$ cat config.mk
export PLATFORM = sky130hd
export DESIGN_NAME = div_nr_32
export DESIGN_NICKNAME = d
export VERILOG_FILES = /design/src/rtl/div_nr_32.sv
export SDC_FILE = /design/constraint.sdc
export NUM_CORES = 1
export LEC_CHECK = 0
export CORE_MARGIN = 2
export CORE_UTILIZATION = 60
export DETAILED_ROUTE_END_ITERATION = 16
export PLACE_DENSITY = 0.93
export SYNTH_ARGS = -nofsm -noshare
export SYNTH_HDL_FRONTEND = slang
export SYNTH_SLANG_ARGS = --single-unit
$ cat constraint.sdc
create_clock -name clock -period 11.6 [get_ports clock]
set_clock_uncertainty 0.1 [all_clocks]
set_input_delay 2.32 -clock clock [delete_from_list [all_inputs] [get_ports clock]]
set_output_delay 2.32 -clock clock [all_outputs]
set_load 0.02 [all_outputs]
$ cat src/rtl/div_nr_32.sv
// div_nr_32: multi-cycle signed non-restoring divider (LO=quotient, HI=remainder); optional DIV_UNSIGNED_SEL_EN adds is_unsigned
module div_nr_32 #(
  parameter int WIDTH = 32,
  parameter int CNT_W = 6
) (
  input  logic             clock,
  input  logic             clear,
  input  logic             start,
`ifdef DIV_UNSIGNED_SEL_EN
  input  logic             is_unsigned,
`endif
  input  logic [WIDTH-1:0] RA,
  input  logic [WIDTH-1:0] RB,
  output logic             busy,
  output logic             done,
  output logic             div_zero,
  output logic [WIDTH-1:0] LO,
  output logic [WIDTH-1:0] HI
);
  typedef enum logic [1:0] {IDLE, RUN, FIX} state_t;
  state_t state, state_nx;
  logic [WIDTH:0] a, a_sh, a_run, a_fix;
  logic [WIDTH-1:0] q, m, ra_mag, rb_mag;
  logic [CNT_W-1:0] cnt;
  logic sign_q, sign_r, dz_pend, uns, accept, rb_zero, last;
`ifdef DIV_UNSIGNED_SEL_EN
  assign uns = is_unsigned;
`else
  assign uns = 1'b0;
`endif
  assign busy = state != IDLE;
  // operand magnitudes, one add/subtract step, final remainder restore and FSM next state
  always_comb begin
    rb_zero  = RB == '0;
    accept   = state == IDLE && start && !dz_pend;
    ra_mag   = (uns || !RA[WIDTH-1]) ? RA : -RA;
    rb_mag   = (uns || !RB[WIDTH-1]) ? RB : -RB;
    a_sh     = {a[WIDTH-1:0], q[WIDTH-1]};
    a_run    = a[WIDTH] ? a_sh + {1'b0, m} : a_sh - {1'b0, m};
    a_fix    = a[WIDTH] ? a + {1'b0, m} : a;
    last     = cnt == CNT_W'(WIDTH - 1);
    state_nx = state == IDLE ? ((accept && !rb_zero) ? RUN : IDLE)
             : state == RUN  ? (last ? FIX : RUN)
             : IDLE;
  end
  // state register; clear abandons any division in flight
  always_ff @(posedge clock or posedge clear)
    if (clear) state <= IDLE;
    else state <= state_nx;
  // datapath: latch operands, iterate, then sign-correct into LO/HI; divide-by-zero answers one edge after the start
  always_ff @(posedge clock or posedge clear)
    if (clear) begin
      a        <= '0;
      q        <= '0;
      m        <= '0;
      cnt      <= '0;
      sign_q   <= 1'b0;
      sign_r   <= 1'b0;
      dz_pend  <= 1'b0;
      done     <= 1'b0;
      div_zero <= 1'b0;
      LO       <= '0;
      HI       <= '0;
    end else begin
      done    <= 1'b0;
      dz_pend <= 1'b0;
      if (accept) begin
        div_zero <= 1'b0;
        q        <= rb_zero ? RA : ra_mag;
        m        <= rb_mag;
        a        <= '0;
        cnt      <= '0;
        sign_q   <= !uns && (RA[WIDTH-1] ^ RB[WIDTH-1]);
        sign_r   <= !uns && RA[WIDTH-1];
        dz_pend  <= rb_zero;
      end
      if (dz_pend) begin
        LO       <= '1;
        HI       <= q;
        div_zero <= 1'b1;
        done     <= 1'b1;
      end
      if (state == RUN) begin
        a   <= a_run;
        q   <= {q[WIDTH-2:0], ~a_run[WIDTH]};
        cnt <= cnt + 1'b1;
      end
      if (state == FIX) begin
        a    <= a_fix;
        LO   <= sign_q ? -q : q;
        HI   <= sign_r ? -a_fix[WIDTH-1:0] : a_fix[WIDTH-1:0];
        done <= 1'b1;
      end
    end
endmodule

==> summary.txt <==
Placement
  • Post-DP HPWL: 30500 um
  • Count of input and output buffers: roughly 130
  • Routability Congestion: approximately 0.92

CTS
  • Htree depth: 4
  • CTS Buffer Depth: 2
  • Root buffer cell: clkbuf_16
  • Total CTS buffers: 17
  • Clock slew at reported path FFs: 0.07 ns
  • CTS tree: done
  • Clock insertion delay at the later pin of the skew report: between 0.4 and 0.5 ns
  • CTS hold repair buffers: 0
  • CTS resizes: 0
  • Postcts setup bufs: 0
  • Num Clock Sinks: between 150 and 200

Finish
  • Most common cell after layout, fill and taps aside: o21ai_0
  • Post-layout util: a little over two thirds
  • Most frequent cells in the layout: o21ai_0, dfrtp_1, nand2_1
  • Antenna Diode Count: 0
  • NumNets Final: ~1900
  • Number of fill cells in the layout: between 1500 and 2000
  • Layout area overhead: 13.5%
  • Share of cells above drive strength 1: about 6.5%

Min path
  • Min-Delay Path Depth: 2
  • Hold Crit Class: register to register

Logic synthesis
  • Synthesized flop and latch total: 174
  • Mean Syn Cell Area: around 8.4 um2
  • Top_reg_cell synth: dfrtp_1
  • Post-Syn Instances: 1715
  • Register area share after synthesis: between 30% and 40%
  • Syn_nets: about 1900
  • Mapped Area: approximately 0.014 mm2
  • Number of flops mapped to enable cells by yosys: 0
  • Synth warn: 0
  • Unique masters post-synth: 92
  • Synth async-reset ratio: between 90% and 100%

Timing
  • Final Setup Violations: 0
  • RSZ-0062 raised after global routing: false
  • Setup tns final: 0 ns
  • Final slew viol count: 0
  • Tmin final: approximately 6 ns
  • Hold Vio Cnt, Final: 0
  • Fmax achieved: roughly 160 MHz
  • Period Utilization, post-route: between 50% and 60%
  • Worst-Margin Slew: between 1 and 1.5 ns
  • Worst slew margin: 19.3%

Worst setup path
  • Worst-path fanout max: 19
  • WS Path Type: input pin to register
  • Worst setup EP type: register
  • Crit path launch type: input pin
  • Data required, critical path: around 12 ns
  • FF-to-FF path depth: 18
  • Worst EP arrival: 6.24 ns

Route
  • Vias: 14133
  • DRT antenna net count: 0
  • WL final: 43300 um
  • Initial DRC count: around 1500
  • Post-route DRC: 0
  • Post-DR wirelength/cell: around 20 um
  • Drt pass-1 iters: 7
  • Vias/cell: roughly 6.7

Floorplanning
  • Core ar.: ~0.024 mm2
  • Die area: roughly 0.025 mm2
  • Initial Util: approximately three fifths
  • Ports: around 130
  • Chip Height: 159 um
  • Die X: approximately 160 um
  • Row cnt: 56

Global route
  • Antenna violations before repair: 0
  • Grt ovf: 0
  • Gr usage total: 33.4%
  • Number of global-route vias before repair: 13503
  • First-pass GRT wire length: ~70000 um
  • Largest net degree at the start of global routing: 112

Power
  • PwrDens: between 300 and 400 mW/mm2
  • Max VDD drop: about 0.00016 V
  • P_leak: around 0.0066 uW

Outcome
  • Status: finished clean

Run
  • # Max-Cap Violations: 0
==> cells in the mapped netlist (10+ instances only) <==
cell type	n	area, um2
o41ai_1	13	114
nand3_1	33	165
mux4_2	12	270
or3_1	15	93.8
xor2_1	106	928
o221ai_1	11	96.3
o21ai_0	204	1020
mux2i_1	23	230
o31ai_1	33	248
a22oi_1	39	293
nor2b_1	19	119
nor3_1	50	250
and3_1	16	100
dfrtp_1	174	4350
ha_1	71	888
clkbuf_1	73	274
or4_1	17	128
xnor2_1	71	622
nor2_1	102	383
a211oi_1	17	128
nand2_1	149	559
nor4_1	14	87.6
nand4_1	20	125
a21oi_1	124	621
a21o_1	25	188
a31oi_1	20	125
inv_1	52	195
nand2b_1	20	125
or2_2	10	62.6
and2_1	13	81.3
==> where the power goes <==
| part | switching (uW) | total [uW] | internal (uW) |
|---|---|---|---|
| Sequential | 413 | 1320 | 905 |
| Combinational | 2260 | 3950 | 1690 |
| Clock | 287 | 572 | 285 |
| Total | 2960 | 5840 | 2880 |
==> flip-flops by register name, summed over array words and instances (netlist names), 2 cells and up <==
name and count:
state 2, a 33, cnt 6, q 32
HI 32, LO 32, m 32
==> cell type report <==
class	count	area, um2	area share, %
clock buffer	17	425	2.60
clock inverter	14	145	0.887
inverter	52	200	1.22
multi-input combinational	1391	9420	57.5
sequential	174	4360	26.6
tap	319	399	2.44
timing repair buffer	146	1430	8.73
==> worst max-delay path, stage by stage <==
cell,delay [ns]
clkdlybuf4s50_1,0.48
or4_1,0.62
or4_1,0.44
or2_2,0.32
or4_1,0.44
nor3_1,0.21
nand2_1,0.25
nand2_1,0.60
a31oi_1,0.15
xnor2_1,0.27
o21ai_0,0.13
==> cells by family (layout without fill, tap and decap cells) <==
group                      count (synthesis)  in the layout  share of synthesized area [%]
DFF                                      174            174                           30.2
adders and majority gates                 73             73                           6.44
muxes                                     41             41                           4.04
xor gates and xnor gates                 177            177                           10.7
AOI/OAI and AO/OA                        578            578                           25.2
buffers and inverters                    150            229                           4.74
and+or+nand+nor                          522            522                           18.7
==> through the flow <==
stage	cells	worst slack (ns)	total power, uW	hold WS (ns)	area (um2)
finish	2113	5.53	5840	0.402	16400
global route	2113	5.37	6230	0.429	16400
CTS	2113	5.65	5720	0.397	16400
detailed placement	2082	5.25	5110	0.384	15800
global placement	2082	5.41	4930	0.365	15800
floorplan	1715	4.46	4070	0.349	14400
==> worst paths after layout <==
| kind | startpoint | endpoint | slack, ns |
|---|---|---|---|
| max | RB[18] | q[24]$_DFFE_PP0P_ | 5.53 |
| min | div_zero$_DFFE_PP0P_ | div_zero$_DFFE_PP0P_ | 0.40 |
| max reg2reg | m[2]$_DFFE_PP0P_ | a[32]$_DFFE_PP0P_ | 6.42 |
| min reg2reg | div_zero$_DFFE_PP0P_ | div_zero$_DFFE_PP0P_ | 0.40 |
| max in group asynchronous | clear | m[23]$_DFFE_PP0P_ | 7.51 |
| min in group asynchronous | clear | LO[0]$_DFFE_PP0P_ | 2.32 |
==> per-layer routing <==
| layer | up-vias | wire length (um) | track usage (%) |
|---|---|---|---|
| met5 | - | 0 | 0 |
| met1 | 6685 | 17000 | 44.0 |
| met2 | 874 | 20100 | 54.3 |
| met4 | 0 | 1470 | 13.7 |
| met3 | 115 | 4670 | 6.38 |
| li1 | 6459 | - | - |
Note: power is estimated with default switching activity, not from simulation.
